--- src/rtl/alu_pkg.sv ---
// Shared types for the ALU/MDU slice: operation select codes, the multiply
// sequencer state set, and a helper that recognises multiply operations.
package alu_pkg;

    typedef enum logic [4:0] {
        C_NOP   = 5'd0,
        C_ADD_U = 5'd1,
        C_SUB_U = 5'd2,
        C_AND   = 5'd3,
        C_OR    = 5'd4,
        C_XOR   = 5'd5,
        C_SLL   = 5'd6,
        C_SRL   = 5'd7,
        C_SRA   = 5'd8,
        C_SLT   = 5'd9,
        C_SLTU  = 5'd10,
        C_MFHI  = 5'd11,
        C_MFLO  = 5'd12,
        C_JR    = 5'd13,
        C_BEQ   = 5'd14,
        C_BNE   = 5'd15,
        C_BLEZ  = 5'd16,
        C_BGTZ  = 5'd17,
        C_BLTZ  = 5'd18,
        C_BGEZ  = 5'd19,
        C_MULT  = 5'd20,
        C_MUL_U = 5'd21
    } alu_sel_t;

    typedef enum logic [1:0] {
        IDLE = 2'd0,
        MUL  = 2'd1,
        DONE = 2'd2
    } mul_state_t;

    function automatic logic is_mult(input alu_sel_t s);
        return (s == C_MULT) || (s == C_MUL_U);
    endfunction

endpackage

--- src/rtl/alu_mult_seq.sv ---
// Iterative shift-add multiplier: one partial product per cycle on operand
// magnitudes, sign restored at the end for signed requests.
// 'done' is asserted during the final iteration, with 'product' holding the
// finished value, so the parent can register it on that same edge.
module alu_mult_seq
    import alu_pkg::*;
#(
    parameter int WIDTH = 32
) (
    input  logic               clk,
    input  logic               rst,
    input  logic               start,
    input  logic [WIDTH-1:0]   op_a,
    input  logic [WIDTH-1:0]   op_b,
    input  logic               is_signed,
    output logic [2*WIDTH-1:0] product,
    output logic               done,
    output logic               busy
);

    localparam int CNT_W = (WIDTH > 1) ? $clog2(WIDTH) : 1;
    localparam logic [CNT_W-1:0] LAST = CNT_W'(WIDTH - 1);

    mul_state_t         state_q, state_d;
    logic [CNT_W-1:0]   cnt_q, cnt_d;
    logic [2*WIDTH-1:0] mcand_q, mcand_d;
    logic [WIDTH-1:0]   mplier_q, mplier_d;
    logic [2*WIDTH-1:0] acc_q, acc_d;
    logic               neg_q, neg_d;

    logic               a_neg, b_neg;
    logic [WIDTH-1:0]   a_mag, b_mag;
    logic [2*WIDTH-1:0] acc_next;

    // Next-state, datapath step and completion signalling
    always_comb begin
        a_neg    = is_signed & op_a[WIDTH-1];
        b_neg    = is_signed & op_b[WIDTH-1];
        a_mag    = a_neg ? -op_a : op_a;
        b_mag    = b_neg ? -op_b : op_b;
        acc_next = acc_q + (mplier_q[0] ? mcand_q : '0);
        product  = neg_q ? -acc_next : acc_next;
        done     = 1'b0;
        state_d  = state_q;
        cnt_d    = cnt_q;
        mcand_d  = mcand_q;
        mplier_d = mplier_q;
        acc_d    = acc_q;
        neg_d    = neg_q;
        case (state_q)
            IDLE, DONE: begin
                state_d = IDLE;
                if (start) begin
                    state_d  = MUL;
                    cnt_d    = '0;
                    acc_d    = '0;
                    mcand_d  = {{WIDTH{1'b0}}, a_mag};
                    mplier_d = b_mag;
                    neg_d    = a_neg ^ b_neg;
                end
            end
            MUL: begin
                acc_d    = acc_next;
                mcand_d  = mcand_q << 1;
                mplier_d = mplier_q >> 1;
                cnt_d    = cnt_q + 1'b1;
                if (cnt_q == LAST) begin
                    state_d = DONE;
                    done    = 1'b1;
                end
            end
            default: state_d = IDLE;
        endcase
    end

    // Sequencer registers, cleared asynchronously
    always_ff @(posedge clk or posedge rst) begin
        if (rst) begin
            state_q  <= IDLE;
            cnt_q    <= '0;
            mcand_q  <= '0;
            mplier_q <= '0;
            acc_q    <= '0;
            neg_q    <= 1'b0;
        end else begin
            state_q  <= state_d;
            cnt_q    <= cnt_d;
            mcand_q  <= mcand_d;
            mplier_q <= mplier_d;
            acc_q    <= acc_d;
            neg_q    <= neg_d;
        end
    end

    assign busy = (state_q == MUL);

endmodule

--- src/rtl/alu_mdu.sv ---
// ALU with multiply unit: single-cycle ALU/branch ops plus HI/LO multiply.
// Build option ALU_MDU_FAST_MULT_EN: single-cycle multiply, never busy.
// Without it, multiplies run through the iterative alu_mult_seq.
module alu_mdu
    import alu_pkg::*;
#(
    parameter int WIDTH = 32
) (
    input  logic             clk,
    input  logic             rst,
    input  logic             valid_in,
    input  alu_sel_t         sel,
    input  logic [WIDTH-1:0] in0,
    input  logic [WIDTH-1:0] in1,
    input  logic [4:0]       shamt,
    output logic [WIDTH-1:0] result,
    output logic             branch_taken,
    output logic             valid_out,
    output logic             busy
);

    logic [WIDTH-1:0]   result_q, result_d;
    logic               branch_q, branch_d;
    logic               valid_q, valid_d;
    logic [WIDTH-1:0]   hi_q, hi_d;
    logic [WIDTH-1:0]   lo_q, lo_d;

    logic               accept;
    logic               mul_sel;
    logic               mul_done;
    logic [2*WIDTH-1:0] mul_product;

    assign accept  = valid_in & ~busy;
    assign mul_sel = is_mult(sel);

`ifdef ALU_MDU_FAST_MULT_EN
    // Full-width product computed directly from sign- or zero-extended operands
    always_comb begin
        if (sel == C_MULT)
            mul_product = {{WIDTH{in0[WIDTH-1]}}, in0} * {{WIDTH{in1[WIDTH-1]}}, in1};
        else
            mul_product = {{WIDTH{1'b0}}, in0} * {{WIDTH{1'b0}}, in1};
    end
    assign mul_done = accept & mul_sel;
    assign busy     = 1'b0;
`else
    alu_mult_seq #(.WIDTH(WIDTH)) u_mult (
        .clk       (clk),
        .rst       (rst),
        .start     (accept & mul_sel),
        .op_a      (in0),
        .op_b      (in1),
        .is_signed (sel == C_MULT),
        .product   (mul_product),
        .done      (mul_done),
        .busy      (busy)
    );
`endif

    // Result/branch/HI/LO next values; everything holds unless an op lands
    always_comb begin
        result_d = result_q;
        branch_d = branch_q;
        valid_d  = 1'b0;
        hi_d     = hi_q;
        lo_d     = lo_q;
        if (mul_done) begin
            hi_d     = mul_product[2*WIDTH-1:WIDTH];
            lo_d     = mul_product[WIDTH-1:0];
            result_d = mul_product[WIDTH-1:0];
            branch_d = 1'b0;
            valid_d  = 1'b1;
        end else if (accept && !mul_sel) begin
            valid_d  = 1'b1;
            branch_d = 1'b0;
            case (sel)
                C_ADD_U: result_d = in0 + in1;
                C_SUB_U: result_d = in0 - in1;
                C_AND:   result_d = in0 & in1;
                C_OR:    result_d = in0 | in1;
                C_XOR:   result_d = in0 ^ in1;
                C_SLL:   result_d = in1 << shamt;
                C_SRL:   result_d = in1 >> shamt;
                C_SRA:   result_d = $unsigned($signed(in1) >>> shamt);
                C_SLT:   result_d = WIDTH'($signed(in0) < $signed(in1));
                C_SLTU:  result_d = WIDTH'(in0 < in1);
                C_MFHI:  result_d = hi_q;
                C_MFLO:  result_d = lo_q;
                C_JR:    result_d = in0;
                C_BEQ: begin
                    result_d = in0 - in1;
                    branch_d = (in0 == in1);
                end
                C_BNE: begin
                    result_d = in0 - in1;
                    branch_d = (in0 != in1);
                end
                C_BLEZ: begin
                    result_d = in0 - in1;
                    branch_d = in0[WIDTH-1] | (in0 == '0);
                end
                C_BGTZ: begin
                    result_d = in0 - in1;
                    branch_d = ~in0[WIDTH-1] & (in0 != '0);
                end
                C_BLTZ: begin
                    result_d = in0 - in1;
                    branch_d = in0[WIDTH-1];
                end
                C_BGEZ: begin
                    result_d = in0 - in1;
                    branch_d = ~in0[WIDTH-1];
                end
                default: result_d = '0;
            endcase
        end
    end

    // Output and HI/LO registers, cleared asynchronously
    always_ff @(posedge clk or posedge rst) begin
        if (rst) begin
            result_q <= '0;
            branch_q <= 1'b0;
            valid_q  <= 1'b0;
            hi_q     <= '0;
            lo_q     <= '0;
        end else begin
            result_q <= result_d;
            branch_q <= branch_d;
            valid_q  <= valid_d;
            hi_q     <= hi_d;
            lo_q     <= lo_d;
        end
    end

    assign result       = result_q;
    assign branch_taken = branch_q;
    assign valid_out    = valid_q;

endmodule

--- config.mk ---
export PLATFORM = sky130hd
export DESIGN_NAME = alu_mdu
export DESIGN_NICKNAME = d
export VERILOG_FILES = /design/src/rtl/alu_pkg.sv /design/src/rtl/alu_mult_seq.sv /design/src/rtl/alu_mdu.sv
export SDC_FILE = /design/constraint.sdc
export NUM_CORES = 1
export LEC_CHECK = 0
export ABC_AREA = 0
export CAP_MARGIN = 15
export CORE_MARGIN = 1
export CORE_UTILIZATION = 50
export DETAILED_ROUTE_END_ITERATION = 8
export PLACE_DENSITY_LB_ADDON = 0.15
export SYNTH_ARGS = -nofsm -noshare
export SYNTH_HDL_FRONTEND = slang
export SYNTH_SLANG_ARGS = --single-unit
--- constraint.sdc ---
create_clock -name clk -period 11.1 [get_ports clk]
set_clock_uncertainty 0.15 [all_clocks]
set_input_delay 3.33 -clock clk [delete_from_list [all_inputs] [get_ports clk]]
set_output_delay 3.33 -clock clk [all_outputs]
set_load 0.1 [all_outputs]
==> results by group <==
Floorplanning
  – Num rows: 84
  – Die area: roughly 0.055 mm^2
  – Die width: 234 um
  – Core area: 0.0530 mm^2
  – Starting Density: 0.510
  – # IOs: 112
  – DIE HEIGHT: 234 um

Placed design
  – Routability cong.: 1.03
  – Hpwl dp: about 90000 um
  – Port-buffer cells: 111
  – Placed cell count: 4049

Synth
  – Yosys reg bits: 266
  – Syn Std Cell Area: ~0.027 mm^2
  – Net Count, Synth: about 3700
  – Fraction of registers with async set/reset: 1.00
  – Average cell area after synthesis: 7.77 um^2
  – Number of library cell types mapped by synthesis: 102
  – Mapped Cells: 3475
  – Ys Warns: 0
  – Share of the synthesized area in the top cell type: 0.247
  – Cell taking the most area after synthesis: dfrtp_1
  – Post-synth top flop: dfrtp_1
  – Seq/Total Area, Yosys: 0.247
  – Post-synth EDFFs: 0
  – Area contributors post-synth: dfrtp_1 (25%), ha_1 (7.6%), o21ai_0 (6.1%)

STA
  – Hold Fails Final Rpt: 0
  – Slew headroom: 0.156
  – Fin crit period: about 7.6 ns
  – Setup TNS: 0 ns
  – RSZ-0062 raised after global routing: no
  – Hold slack: ~0.33 ns
  – # setup viols final: 0
  – Share of the clock period used by the worst path: 0.686
  – Slew @ Worst Pin: 1.27 ns
  – Max frequency: 131 MHz
  – Max Slew Vio Count: 0

Global route
  – Largest net degree at the start of global routing: 144
  – Wire length of the first global-routing pass: 179000 um
  – Antenna violations before repair: 5
  – Grt ovf: 0
  – Vias in the first global route: 27240
  – Total GRT Usage: 0.438

Critical path
  – CP Max Fanout: 11
  – Setup CP Type: primary input to register
  – Startpoint Class: primary input
  – Setup crit end kind: register
  – Critical path data required time: about 11 ns
  – CP Data Arrival Time: 7.96 ns

Detailed routing
  – Drt wl/cell: 29.7 um
  – Iteration-0 DRC Markers: 3797
  – WL final: 122000 um
  – DRC: 0
  – TritonRoute pass-1 iters: 7
  – DRT antenna net count: 0
  – Vias per inst: just over 7
  – Detailed-route via count: approximately 30000

Final layout
  – Share of layout cells above drive strength 1: 0.0676
  – Final Util: 0.555
  – Area grow syn2layout: 8.89%
  – Commonest non-fill, non-tap cell in the layout: nand2_1
  – Most frequent cells in the layout: nand2_1 (379), o21ai_0 (328), nor2_1 (288)
  – Finished Layout Cells: 4108
  – Fin nets: 3639

Clock tree
  – Setup bufs post-CTS: 0
  – CTS Sinks: 266
  – H-tree depth: 1
  – Clk_lat worst skew: ~0.6 ns
  – Hold Buf Count CTS: 0
  – CTS Buf Count: 30
  – Longest Clk Path Bufs: 3
  – CTS tree: done
  – Root Buffer: clkbuf_16
  – Worst-path clk slew: roughly 0.070 ns
  – Post-CTS sizing: 0

Status
  – Status: complete, no violations

Min path
  – Worst hold path class: register to register

Pwr
  – Max VDD drop: 0.142 mV
  – Leakage: 12.5 nW
  – PwrDens: 181 mW/mm^2

Job
  – Max-Cap Viols: 0
==> area by class of cell <==
cell class,count,area [um^2]
fillers,4940,23600
multi-input cells,2812,18900
repair buffers,156,1460
diodes,2,5.00
clock inverters,19,236
clock buffers,36,805
flip-flops and latches,266,6660
well taps,688,861
inverters,129,494
==> cell families after synthesis <==
group                    Yosys count  share of synthesized area
AO/OA/AOI/OAI                   1187                      0.287
AND/OR/NAND/NOR                 1154                      0.203
buffers and inverters            397                     0.0565
flip-flops                       266                      0.247
XOR/XNOR                         174                     0.0564
adder cells (fa/ha/maj)          167                     0.0782
multiplexers                     130                     0.0723
==> power breakdown <==
| group | leakage (nW) | switching (mW) | internal (mW) | total, mW |
|---|---|---|---|---|
| clock | 0.514 | 0.455 | 0.633 | 1.09 |
| combinational | 8.46 | 1.91 | 0.835 | 2.75 |
| sequential | 3.51 | 0.225 | 1.25 | 1.47 |
| total | 12.5 | 2.59 | 2.71 | 5.31 |
==> through the flow <==
step | total power, mW | setup slack [ns] | area (um^2)
floorplan | 3.28 | 0.295 | 27000
global placement | 4.06 | 2.84 | 28300
detailed placement | 4.13 | 2.97 | 28300
CTS | 5.22 | 3.63 | 29400
global route | 5.54 | 3.25 | 29400
finish | 5.31 | 3.49 | 29400
==> routing by layer <==
layer,part of all wire,track usage
met5,0.00023,0
met1,0.40,0.574
met3,0.10,0.107
met2,0.44,0.669
met4,0.056,0.217
==> worst paths after layout <==
path,depth (start not counted),endpoint,start,slack [ns]
max,15,result[24],in1[0],3.49
max reg2reg,15,hi_q[27],u_mult.mplier_q[0],5.12
min reg2reg,1,lo_q[24],lo_q[24],0.33
max in group asynchronous,3,u_mult.mcand_q[51],rst,6.08
min in group asynchronous,2,u_mult.mplier_q[4],rst,3.06
min,1,lo_q[24],lo_q[24],0.33
==> registers in the layout, indices dropped and copies added, names as in the netlist <==
register and flops:
branch_taken 1, hi_q 32, lo_q 32, result 32, u_mult.acc_q 64, u_mult.cnt_q 5
u_mult.mcand_q 64, u_mult.mplier_q 32, u_mult.neg_q 1, u_mult.state_q 2, valid_out 1
==> Yosys cell counts (all sizes together), types with 51 or more instances <==
cell	number
dfrtp	266
inv	127
xor2	51
a22oi	88
ha	164
mux2i	68
clkbuf	223
a21o	60
a21oi	257
nand3	118
nor3	70
mux4	51
o21ai	355
nor2	291
xnor2	123
and2	75
nand2	383
==> worst max-delay path, cell delays in order <==
cell and delay (ns):
clkdlybuf4s50_1 0.82, ha_1 0.45, fa_1 0.43, a21o_1 0.19, a21o_1 0.20, a21oi_1 0.32
o211ai_1 0.28, a211o_1 0.36, a41oi_1 0.52, nand2b_1 0.20, nor3b_1 0.19, o32ai_1 0.11
nor3_1 0.17, a21oi_1 0.07, a221o_1 0.32
(Power assumes the default switching activity.)
